--- src/rtl/gtfwizard_raw_gtwiz_buffbypass_tx_ctrl_if.sv ---
// gtfwizard_raw_gtwiz_buffbypass_tx_ctrl_if: GT status/strobe and controller status bundle
interface gtfwizard_raw_gtwiz_buffbypass_tx_ctrl_if #(parameter int N = 1);
  logic gtwiz_buffbypass_tx_start_user_in, gtwiz_buffbypass_tx_resetdone_in, rx_tx_rdy_in;
  logic [N-1:0] txphaligndone_in, txdlysresetdone_in, txphinitdone_in, txsyncdone_in;
  logic [N-1:0] txdlysreset_out, txphinit_out, txphalign_out, txdlyen_out;
  logic [N-1:0] txphalignen_out, txsyncmode_out, txsyncallin_out, txsyncin_out;
  logic [N-1:0] txphdlyreset_out, txphdlypd_out, txphovrden_out, txdlybypass_out, txdlyovrden_out;
  logic gtwiz_buffbypass_tx_done_out, gtwiz_buffbypass_tx_error_out;
  logic [3:0] retry_cnt_out;
  logic [2:0] sm_buffbypass_tx_out;
  modport slave (
    input gtwiz_buffbypass_tx_start_user_in, gtwiz_buffbypass_tx_resetdone_in, rx_tx_rdy_in,
    input txphaligndone_in, txdlysresetdone_in, txphinitdone_in, txsyncdone_in,
    output txdlysreset_out, txphinit_out, txphalign_out, txdlyen_out,
    output txphalignen_out, txsyncmode_out, txsyncallin_out, txsyncin_out,
    output txphdlyreset_out, txphdlypd_out, txphovrden_out, txdlybypass_out, txdlyovrden_out,
    output gtwiz_buffbypass_tx_done_out, gtwiz_buffbypass_tx_error_out, retry_cnt_out, sm_buffbypass_tx_out
  );
  modport master (
    output gtwiz_buffbypass_tx_start_user_in, gtwiz_buffbypass_tx_resetdone_in, rx_tx_rdy_in,
    output txphaligndone_in, txdlysresetdone_in, txphinitdone_in, txsyncdone_in,
    input txdlysreset_out, txphinit_out, txphalign_out, txdlyen_out,
    input txphalignen_out, txsyncmode_out, txsyncallin_out, txsyncin_out,
    input txphdlyreset_out, txphdlypd_out, txphovrden_out, txdlybypass_out, txdlyovrden_out,
    input gtwiz_buffbypass_tx_done_out, gtwiz_buffbypass_tx_error_out, retry_cnt_out, sm_buffbypass_tx_out
  );
endinterface

--- src/rtl/gtfwizard_raw_gtwiz_buffbypass_tx_ctrl.sv ---
// gtfwizard_raw_gtwiz_buffbypass_tx_ctrl: TX buffer-bypass sequencer with per-step timeout and bounded retry
module gtfwizard_raw_gtwiz_buffbypass_tx_ctrl #(
  parameter int P_TOTAL_NUMBER_OF_CHANNELS = 1,
  parameter int P_MASTER_CHANNEL_POINTER = 0,
  parameter int P_MANUAL_MODE = 0,
  parameter int P_WAIT_RX_RDY = 1,
  parameter int P_TIMEOUT_CYCLES = 4096,
  parameter int P_MAX_RETRIES = 3
) (
  input logic gtwiz_buffbypass_tx_clk_in,
  input logic gtwiz_buffbypass_tx_reset_in,
  gtfwizard_raw_gtwiz_buffbypass_tx_ctrl_if.slave bb
);
  localparam int N = P_TOTAL_NUMBER_OF_CHANNELS;
  localparam int M = P_MASTER_CHANNEL_POINTER;
  localparam logic MAN = P_MANUAL_MODE != 0;
  typedef enum logic [2:0] {IDLE, WAIT_RX, DLYSRST, WAIT_SYNC, PHINIT, PHALIGN, DLYEN, DONE} state_t;
  logic clk, rst;
  state_t st_q, st_d;
  logic [3:0][4:0] sy_q, sy_d;
  logic [4:0] ed;
  logic [15:0] cnt_q, cnt_d;
  logic [3:0] rty_q, rty_d;
  logic pend_q, pend_d, dlysr_q, dlysr_d, phi_q, phi_d, pha_q, pha_d, dlyen_q, dlyen_d;
  logic done_q, done_d, err_q, err_d, step, tout, start;
  assign clk = gtwiz_buffbypass_tx_clk_in;
  assign rst = gtwiz_buffbypass_tx_reset_in;
  // bit map: 4 resetdone, 3 phaligndone, 2 dlysresetdone, 1 phinitdone, 0 syncdone
  always_comb sy_d = {sy_q[2:0], bb.gtwiz_buffbypass_tx_resetdone_in, bb.txphaligndone_in[M],
                      bb.txdlysresetdone_in[M], bb.txphinitdone_in[M], bb.txsyncdone_in[M]};
  assign ed = sy_q[2] & ~sy_q[3];
  assign step = st_q >= DLYSRST && st_q <= DLYEN;
  assign tout = step && cnt_q == 16'(P_TIMEOUT_CYCLES - 1);
  assign start = ed[4] || bb.gtwiz_buffbypass_tx_start_user_in;
  // three-stage synchroniser plus one edge-detect stage per status input
  always_ff @(posedge clk or posedge rst)
    if (rst) sy_q <= '0;
    else sy_q <= sy_d;
  // next state; an awaited edge beats a same-cycle timeout, and a retry inserts one all-strobes-low cycle
  always_comb begin
    st_d = st_q;
    cnt_d = '0;
    rty_d = rty_q;
    pend_d = 1'b0;
    dlysr_d = dlysr_q;
    phi_d = phi_q;
    pha_d = pha_q;
    dlyen_d = dlyen_q;
    done_d = done_q;
    err_d = err_q;
    if (pend_q) begin
      st_d = DLYSRST;
      dlysr_d = 1'b1;
    end else begin
      case (st_q)
        IDLE: if (start) begin
          done_d = 1'b0;
          err_d = 1'b0;
          rty_d = '0;
          st_d = P_WAIT_RX_RDY != 0 ? WAIT_RX : DLYSRST;
          dlysr_d = P_WAIT_RX_RDY == 0;
        end
        WAIT_RX: if (bb.rx_tx_rdy_in) begin
          st_d = DLYSRST;
          dlysr_d = 1'b1;
        end
        DLYSRST: if (ed[2]) begin
          dlysr_d = 1'b0;
          phi_d = MAN;
          st_d = MAN ? PHINIT : WAIT_SYNC;
        end
        WAIT_SYNC: if (ed[0]) st_d = DONE;
        PHINIT: if (ed[1]) begin
          phi_d = 1'b0;
          pha_d = 1'b1;
          st_d = PHALIGN;
        end
        PHALIGN: if (ed[3]) begin
          pha_d = 1'b0;
          dlyen_d = 1'b1;
          st_d = DLYEN;
        end
        DLYEN: if (ed[3]) begin
          dlyen_d = 1'b0;
          st_d = DONE;
        end
        default: begin
          done_d = 1'b1;
          err_d = ~sy_q[2][3];
          st_d = IDLE;
        end
      endcase
      if (tout && st_d == st_q) begin
        {dlysr_d, phi_d, pha_d, dlyen_d} = '0;
        pend_d = rty_q < 4'(P_MAX_RETRIES);
        rty_d = pend_d ? rty_q + 4'd1 : rty_q;
        done_d = done_d | ~pend_d;
        err_d = err_d | ~pend_d;
        st_d = pend_d ? st_q : IDLE;
      end else if (step && st_d == st_q) cnt_d = cnt_q + 16'd1;
    end
  end
  // FSM state and registered strobes/status
  always_ff @(posedge clk or posedge rst)
    if (rst) begin
      st_q <= IDLE;
      cnt_q <= '0;
      rty_q <= '0;
      {pend_q, dlysr_q, phi_q, pha_q, dlyen_q, done_q, err_q} <= '0;
    end else begin
      st_q <= st_d;
      cnt_q <= cnt_d;
      rty_q <= rty_d;
      {pend_q, dlysr_q, phi_q, pha_q, dlyen_q, done_q, err_q} <= {pend_d, dlysr_d, phi_d, pha_d, dlyen_d, done_d, err_d};
    end
  assign bb.txdlysreset_out = {N{dlysr_q}};
  assign bb.txphinit_out = {N{phi_q}};
  assign bb.txphalign_out = {N{pha_q}};
  assign bb.txdlyen_out = {N{dlyen_q}};
  assign bb.txphalignen_out = {N{MAN}};
  assign bb.txsyncmode_out = {N{~MAN}};
  assign bb.txsyncallin_out = bb.txphaligndone_in;
  assign bb.txsyncin_out = '0;
  assign bb.txphdlyreset_out = '0;
  assign bb.txphdlypd_out = '0;
  assign bb.txphovrden_out = '0;
  assign bb.txdlybypass_out = '0;
  assign bb.txdlyovrden_out = '0;
  assign bb.gtwiz_buffbypass_tx_done_out = done_q;
  assign bb.gtwiz_buffbypass_tx_error_out = err_q;
  assign bb.retry_cnt_out = rty_q;
  assign bb.sm_buffbypass_tx_out = st_q;
endmodule

--- src/flat_wrapper.sv ---
// flat-port wrapper written by rule: the top's interface ports become plain ports
module gtfwizard_raw_gtwiz_buffbypass_tx_ctrl_flat 
#(
  parameter int P_TOTAL_NUMBER_OF_CHANNELS = 1,
  parameter int P_MASTER_CHANNEL_POINTER = 0,
  parameter int P_MANUAL_MODE = 0,
  parameter int P_WAIT_RX_RDY = 1,
  parameter int P_TIMEOUT_CYCLES = 4096,
  parameter int P_MAX_RETRIES = 3
)
  (gtwiz_buffbypass_tx_clk_in, gtwiz_buffbypass_tx_reset_in, bb_gtwiz_buffbypass_tx_start_user_in, bb_gtwiz_buffbypass_tx_resetdone_in, bb_rx_tx_rdy_in, bb_txphaligndone_in, bb_txdlysresetdone_in, bb_txphinitdone_in, bb_txsyncdone_in, bb_txdlysreset_out, bb_txphinit_out, bb_txphalign_out, bb_txdlyen_out, bb_txphalignen_out, bb_txsyncmode_out, bb_txsyncallin_out, bb_txsyncin_out, bb_txphdlyreset_out, bb_txphdlypd_out, bb_txphovrden_out, bb_txdlybypass_out, bb_txdlyovrden_out, bb_gtwiz_buffbypass_tx_done_out, bb_gtwiz_buffbypass_tx_error_out, bb_retry_cnt_out, bb_sm_buffbypass_tx_out);
  gtfwizard_raw_gtwiz_buffbypass_tx_ctrl_if #(.N(1)) bb_i ();
  input logic gtwiz_buffbypass_tx_clk_in;
  input logic gtwiz_buffbypass_tx_reset_in;
  input wire logic [$bits(bb_i.gtwiz_buffbypass_tx_start_user_in)-1:0] bb_gtwiz_buffbypass_tx_start_user_in;
  input wire logic [$bits(bb_i.gtwiz_buffbypass_tx_resetdone_in)-1:0] bb_gtwiz_buffbypass_tx_resetdone_in;
  input wire logic [$bits(bb_i.rx_tx_rdy_in)-1:0] bb_rx_tx_rdy_in;
  input wire logic [$bits(bb_i.txphaligndone_in)-1:0] bb_txphaligndone_in;
  input wire logic [$bits(bb_i.txdlysresetdone_in)-1:0] bb_txdlysresetdone_in;
  input wire logic [$bits(bb_i.txphinitdone_in)-1:0] bb_txphinitdone_in;
  input wire logic [$bits(bb_i.txsyncdone_in)-1:0] bb_txsyncdone_in;
  output wire logic [$bits(bb_i.txdlysreset_out)-1:0] bb_txdlysreset_out;
  output wire logic [$bits(bb_i.txphinit_out)-1:0] bb_txphinit_out;
  output wire logic [$bits(bb_i.txphalign_out)-1:0] bb_txphalign_out;
  output wire logic [$bits(bb_i.txdlyen_out)-1:0] bb_txdlyen_out;
  output wire logic [$bits(bb_i.txphalignen_out)-1:0] bb_txphalignen_out;
  output wire logic [$bits(bb_i.txsyncmode_out)-1:0] bb_txsyncmode_out;
  output wire logic [$bits(bb_i.txsyncallin_out)-1:0] bb_txsyncallin_out;
  output wire logic [$bits(bb_i.txsyncin_out)-1:0] bb_txsyncin_out;
  output wire logic [$bits(bb_i.txphdlyreset_out)-1:0] bb_txphdlyreset_out;
  output wire logic [$bits(bb_i.txphdlypd_out)-1:0] bb_txphdlypd_out;
  output wire logic [$bits(bb_i.txphovrden_out)-1:0] bb_txphovrden_out;
  output wire logic [$bits(bb_i.txdlybypass_out)-1:0] bb_txdlybypass_out;
  output wire logic [$bits(bb_i.txdlyovrden_out)-1:0] bb_txdlyovrden_out;
  output wire logic [$bits(bb_i.gtwiz_buffbypass_tx_done_out)-1:0] bb_gtwiz_buffbypass_tx_done_out;
  output wire logic [$bits(bb_i.gtwiz_buffbypass_tx_error_out)-1:0] bb_gtwiz_buffbypass_tx_error_out;
  output wire logic [$bits(bb_i.retry_cnt_out)-1:0] bb_retry_cnt_out;
  output wire logic [$bits(bb_i.sm_buffbypass_tx_out)-1:0] bb_sm_buffbypass_tx_out;
  assign bb_i.gtwiz_buffbypass_tx_start_user_in = bb_gtwiz_buffbypass_tx_start_user_in;
  assign bb_i.gtwiz_buffbypass_tx_resetdone_in = bb_gtwiz_buffbypass_tx_resetdone_in;
  assign bb_i.rx_tx_rdy_in = bb_rx_tx_rdy_in;
  assign bb_i.txphaligndone_in = bb_txphaligndone_in;
  assign bb_i.txdlysresetdone_in = bb_txdlysresetdone_in;
  assign bb_i.txphinitdone_in = bb_txphinitdone_in;
  assign bb_i.txsyncdone_in = bb_txsyncdone_in;
  assign bb_txdlysreset_out = bb_i.txdlysreset_out;
  assign bb_txphinit_out = bb_i.txphinit_out;
  assign bb_txphalign_out = bb_i.txphalign_out;
  assign bb_txdlyen_out = bb_i.txdlyen_out;
  assign bb_txphalignen_out = bb_i.txphalignen_out;
  assign bb_txsyncmode_out = bb_i.txsyncmode_out;
  assign bb_txsyncallin_out = bb_i.txsyncallin_out;
  assign bb_txsyncin_out = bb_i.txsyncin_out;
  assign bb_txphdlyreset_out = bb_i.txphdlyreset_out;
  assign bb_txphdlypd_out = bb_i.txphdlypd_out;
  assign bb_txphovrden_out = bb_i.txphovrden_out;
  assign bb_txdlybypass_out = bb_i.txdlybypass_out;
  assign bb_txdlyovrden_out = bb_i.txdlyovrden_out;
  assign bb_gtwiz_buffbypass_tx_done_out = bb_i.gtwiz_buffbypass_tx_done_out;
  assign bb_gtwiz_buffbypass_tx_error_out = bb_i.gtwiz_buffbypass_tx_error_out;
  assign bb_retry_cnt_out = bb_i.retry_cnt_out;
  assign bb_sm_buffbypass_tx_out = bb_i.sm_buffbypass_tx_out;
  gtfwizard_raw_gtwiz_buffbypass_tx_ctrl #(.P_TOTAL_NUMBER_OF_CHANNELS(P_TOTAL_NUMBER_OF_CHANNELS), .P_MASTER_CHANNEL_POINTER(P_MASTER_CHANNEL_POINTER), .P_MANUAL_MODE(P_MANUAL_MODE), .P_WAIT_RX_RDY(P_WAIT_RX_RDY), .P_TIMEOUT_CYCLES(P_TIMEOUT_CYCLES), .P_MAX_RETRIES(P_MAX_RETRIES)) u_core (.gtwiz_buffbypass_tx_clk_in(gtwiz_buffbypass_tx_clk_in), .gtwiz_buffbypass_tx_reset_in(gtwiz_buffbypass_tx_reset_in), .bb(bb_i));
endmodule
--- config.mk ---
export PLATFORM = sky130hd
export DESIGN_NAME = gtfwizard_raw_gtwiz_buffbypass_tx_ctrl_flat
export DESIGN_NICKNAME = d
export VERILOG_FILES = /design/src/rtl/gtfwizard_raw_gtwiz_buffbypass_tx_ctrl_if.sv /design/src/rtl/gtfwizard_raw_gtwiz_buffbypass_tx_ctrl.sv /design/src/flat_wrapper.sv
export SDC_FILE = /design/constraint.sdc
export NUM_CORES = 1
export LEC_CHECK = 0
export ABC_AREA = 1
export CAP_MARGIN = 5
export CORE_UTILIZATION = 56
export DETAILED_ROUTE_END_ITERATION = 16
export DONT_BUFFER_PORTS = 1
export GPL_TIMING_DRIVEN = 1
export PLACE_DENSITY_LB_ADDON = 0.1
export SLEW_MARGIN = 5
export SYNTH_ARGS = -nofsm -noshare
export SYNTH_HDL_FRONTEND = slang
export SYNTH_SLANG_ARGS = --single-unit
--- constraint.sdc ---
create_clock -name gtwiz_buffbypass_tx_clk_in -period 2 [get_ports gtwiz_buffbypass_tx_clk_in]
set_clock_uncertainty 0.2 [all_clocks]
set_input_delay 0.4 -clock gtwiz_buffbypass_tx_clk_in [delete_from_list [all_inputs] [get_ports gtwiz_buffbypass_tx_clk_in]]
set_output_delay 0.4 -clock gtwiz_buffbypass_tx_clk_in [all_outputs]
set_load 0.02 [all_outputs]
==> metrics <==
status finished, final reports clean; Sequential Power Share 38.0%; IO buf count 0; largest net degree at the start of global routing 28; GRT overflow 0; Worst-path clk slew 0.09 ns; post-route ant nets 0; Setup violations, final 0; Hold WC Path Type reg2reg; Die W 67.1 microns; Slew Viols, Final 0; first-pass GRT wire length 7280 microns; final instance area 2970 sq um; chip height 67.1 microns; # rows 23; final worst setup slack 0.00331 ns; Post-synth ARST share 100%; vias in the first global route 1720; clock period minus final worst setup slack 2.00 ns; filler cell count 304; clock sinks 49; DR vias/cell 5.09; Slew HR 66.4%; Synth Instances 258; flops & latches, synth 49; critical-path maximum fanout 6; Cell Area, Synth 2370 sq um; synth warn 0; Residual DRC 0; hold_ws 0.154 ns; antenna violations before repair 0; clock root buffer master clkbuf_8; Skew-Pair Late Insertion Delay 0.30 ns; Final Cycle Share 99.8%; DRT Pass-1 Iters 4; Worst VDD drop 0.846 mV; Net Sw Power 1.32 mW; area grow syn2layout 25.3%; Worst-Margin Slew 0.503 ns; CP arrival 1.99 ns; static leakage 1.42 nW; I/O Pins 31; placed instance area 2570 sq um; crit path kind reg2reg; Clock Tree Buf Depth 2; fmax 0.501 GHz; CP required 1.99 ns; internal power 2.09 mW; layout cell share with drive strength beyond 1 36.4%; TritonCTS Buffers 5; Syn Area/Cell 9.19 sq um; PD cells 1150 nW/um^2; post-DP HPWL 3140 microns; Final #Nets 312; total track usage 22.1%; RSZ-0062 raised after global routing true; GP Congestion 0.865; Net Sw Frac 38.6%; DRT iter0 DRCs 124; main flop type after synthesis dfrtp_1; vias 1793; CTS tree done; final hold violation count 0; Place WS -0.0565 ns; register area share after synthesis 51.7%; Synth cell types 34; drt total wl 4660 microns; maxcap violations 0; combinational group share of total power 41.1%; diode count 0; fin util 73.8%; Die ar. 4500 sq um; routed wire length per instance 13.2 microns; CP Launch Type flop; Post-synth EDFFs 0; CORE AREA 4030 sq um; CTS H-tree lvls 2; crit end category flop; Initial Utilization 58.9%; clock share of power 20.9%
## path summary, 6_finish.rpt
| check | to | from | slack [ns] | cells past startpoint |
|---|---|---|---|---|
| max in group asynchronous | u_core.cnt_q[2] | gtwiz_buffbypass_tx_reset_in | 0.70 | 3 |
| min in group asynchronous | u_core.sy_d[7] | gtwiz_buffbypass_tx_reset_in | 0.38 | 2 |
| max reg2reg | u_core.bb.retry_cnt_out[0] | u_core.bb.sm_buffbypass_tx_out[1] | 0.003 | 13 |
| min reg2reg | u_core.sy_d[13] | u_core.sy_d[8] | 0.15 | 0 |
| min | u_core.sy_d[13] | u_core.sy_d[8] | 0.15 | 0 |
| max | u_core.bb.retry_cnt_out[0] | u_core.bb.sm_buffbypass_tx_out[1] | 0.003 | 13 |
## layer usage
layer  vias to the layer above  global-route usage, %  part of all wire (%)
met4                         0                   5.59                   1.0
met1                       870                   27.5                    43
li1                        880                      -                     -
met2                        38                   37.6                    51
met3                         5                   5.99                   4.3
met5                         -                      0                     0
## cells by family (layout without fill, tap and decap cells)
group,Yosys count,count (layout),synth area share [%]
AO/OA/AOI/OAI,18,18,4.43
XOR/XNOR,10,10,3.69
adder cells (fa/ha/maj),2,2,1.06
buffers and inverters,47,84,10.3
flip-flops,49,49,51.7
other,2,9,0.317
AND/OR/NAND/NOR,130,130,28.4
## power groups by stage
stage / combinational [mW] / clock, mW / sequential, mW
after global placement: 1.08 / 0 / 1.27
after global routing: 1.54 / 0.767 / 1.31
after CTS: 1.16 / 0.731 / 1.27
after floorplan: 0.860 / 0 / 1.27
after detailed placement: 1.10 / 0 / 1.28
final: 1.40 / 0.712 / 1.30
## registers in the layout, indices dropped and copies added (netlist names), 3 cells and up
signal,flops
u_core.bb.retry_cnt_out,4
u_core.sy_q,5
u_core.sy_d,15
u_core.bb.sm_buffbypass_tx_out,3
u_core.cnt_q,16
## layout by cell type (no fill, tap or decap), drive strengths merged, types with 7 or more instances in the layout
master / count
nand2: 52
dfrtp: 49
nor2: 40
buf: 37
inv: 32
nand3: 23
conb: 9
a21oi: 7
nor3: 7
## cell type report
cell class / count / area [sq um] / share of cell area, %
clock buffer: 5 / 68.8 / 2.32
clock inverter: 3 / 46.3 / 1.56
inverter: 33 / 126 / 4.25
multi-input combinational: 169 / 1070 / 36.0
sequential: 49 / 1230 / 41.5
tap: 50 / 62.6 / 2.11
timing repair buffer: 43 / 365 / 12.3
## Yosys cell counts (2+ instances only)
library cell   n  area [sq um]
dfrtp_1       49          1230
nand2_1       41           154
inv_1         30           113
nand3_1       22           110
nor2_1        22          82.6
nor2_2        13          81.3
buf_4         10          75.1
nand2_2       10          62.6
a21oi_1        6          30.0
nor3_1         6          30.0
xnor2_1        6          52.6
nand4_1        5          31.3
nor2_4         5          56.3
xor2_1         4          35.0
o21ai_0        3          15.0
o21ai_1        3          15.0
a21boi_1       2          15.0
buf_6          2          22.5
conb_1         2          7.51
ha_1           2          25.0
inv_2          2          7.51
## through the flow
step,power [mW],TNS (ns),instances
floorplan,2.13,0,265
global placement,2.36,-0.00610,330
detailed placement,2.38,-0.290,330
CTS,3.16,0,345
global route,3.62,-1.98,352
finish,3.41,0,352
## timing repair
action                                  in CTS  in global routing
pin swaps                                    2                 18
endpoints found under the setup margin      19                 27
setup buffers                                1                  7
endpoints found under the hold margin       27                  0
gates resized for setup                      6                 40
hold buffers                                 6                  0
## critical path, cell delays in order, from the launching register on
cell     delay, ns
dfrtp_2       0.49
buf_6         0.16
nor2_4        0.12
nand2_2       0.08
nand2_2       0.09
nor2_4        0.05
nand2_2       0.09
nand2_1       0.07
nand2_2       0.09
nand4_1       0.14
nand2_2       0.14
nand2_2       0.06
nand2_1       0.06
nand2_1       0.05
No activity file was read; power rests on OpenSTA's default activity.
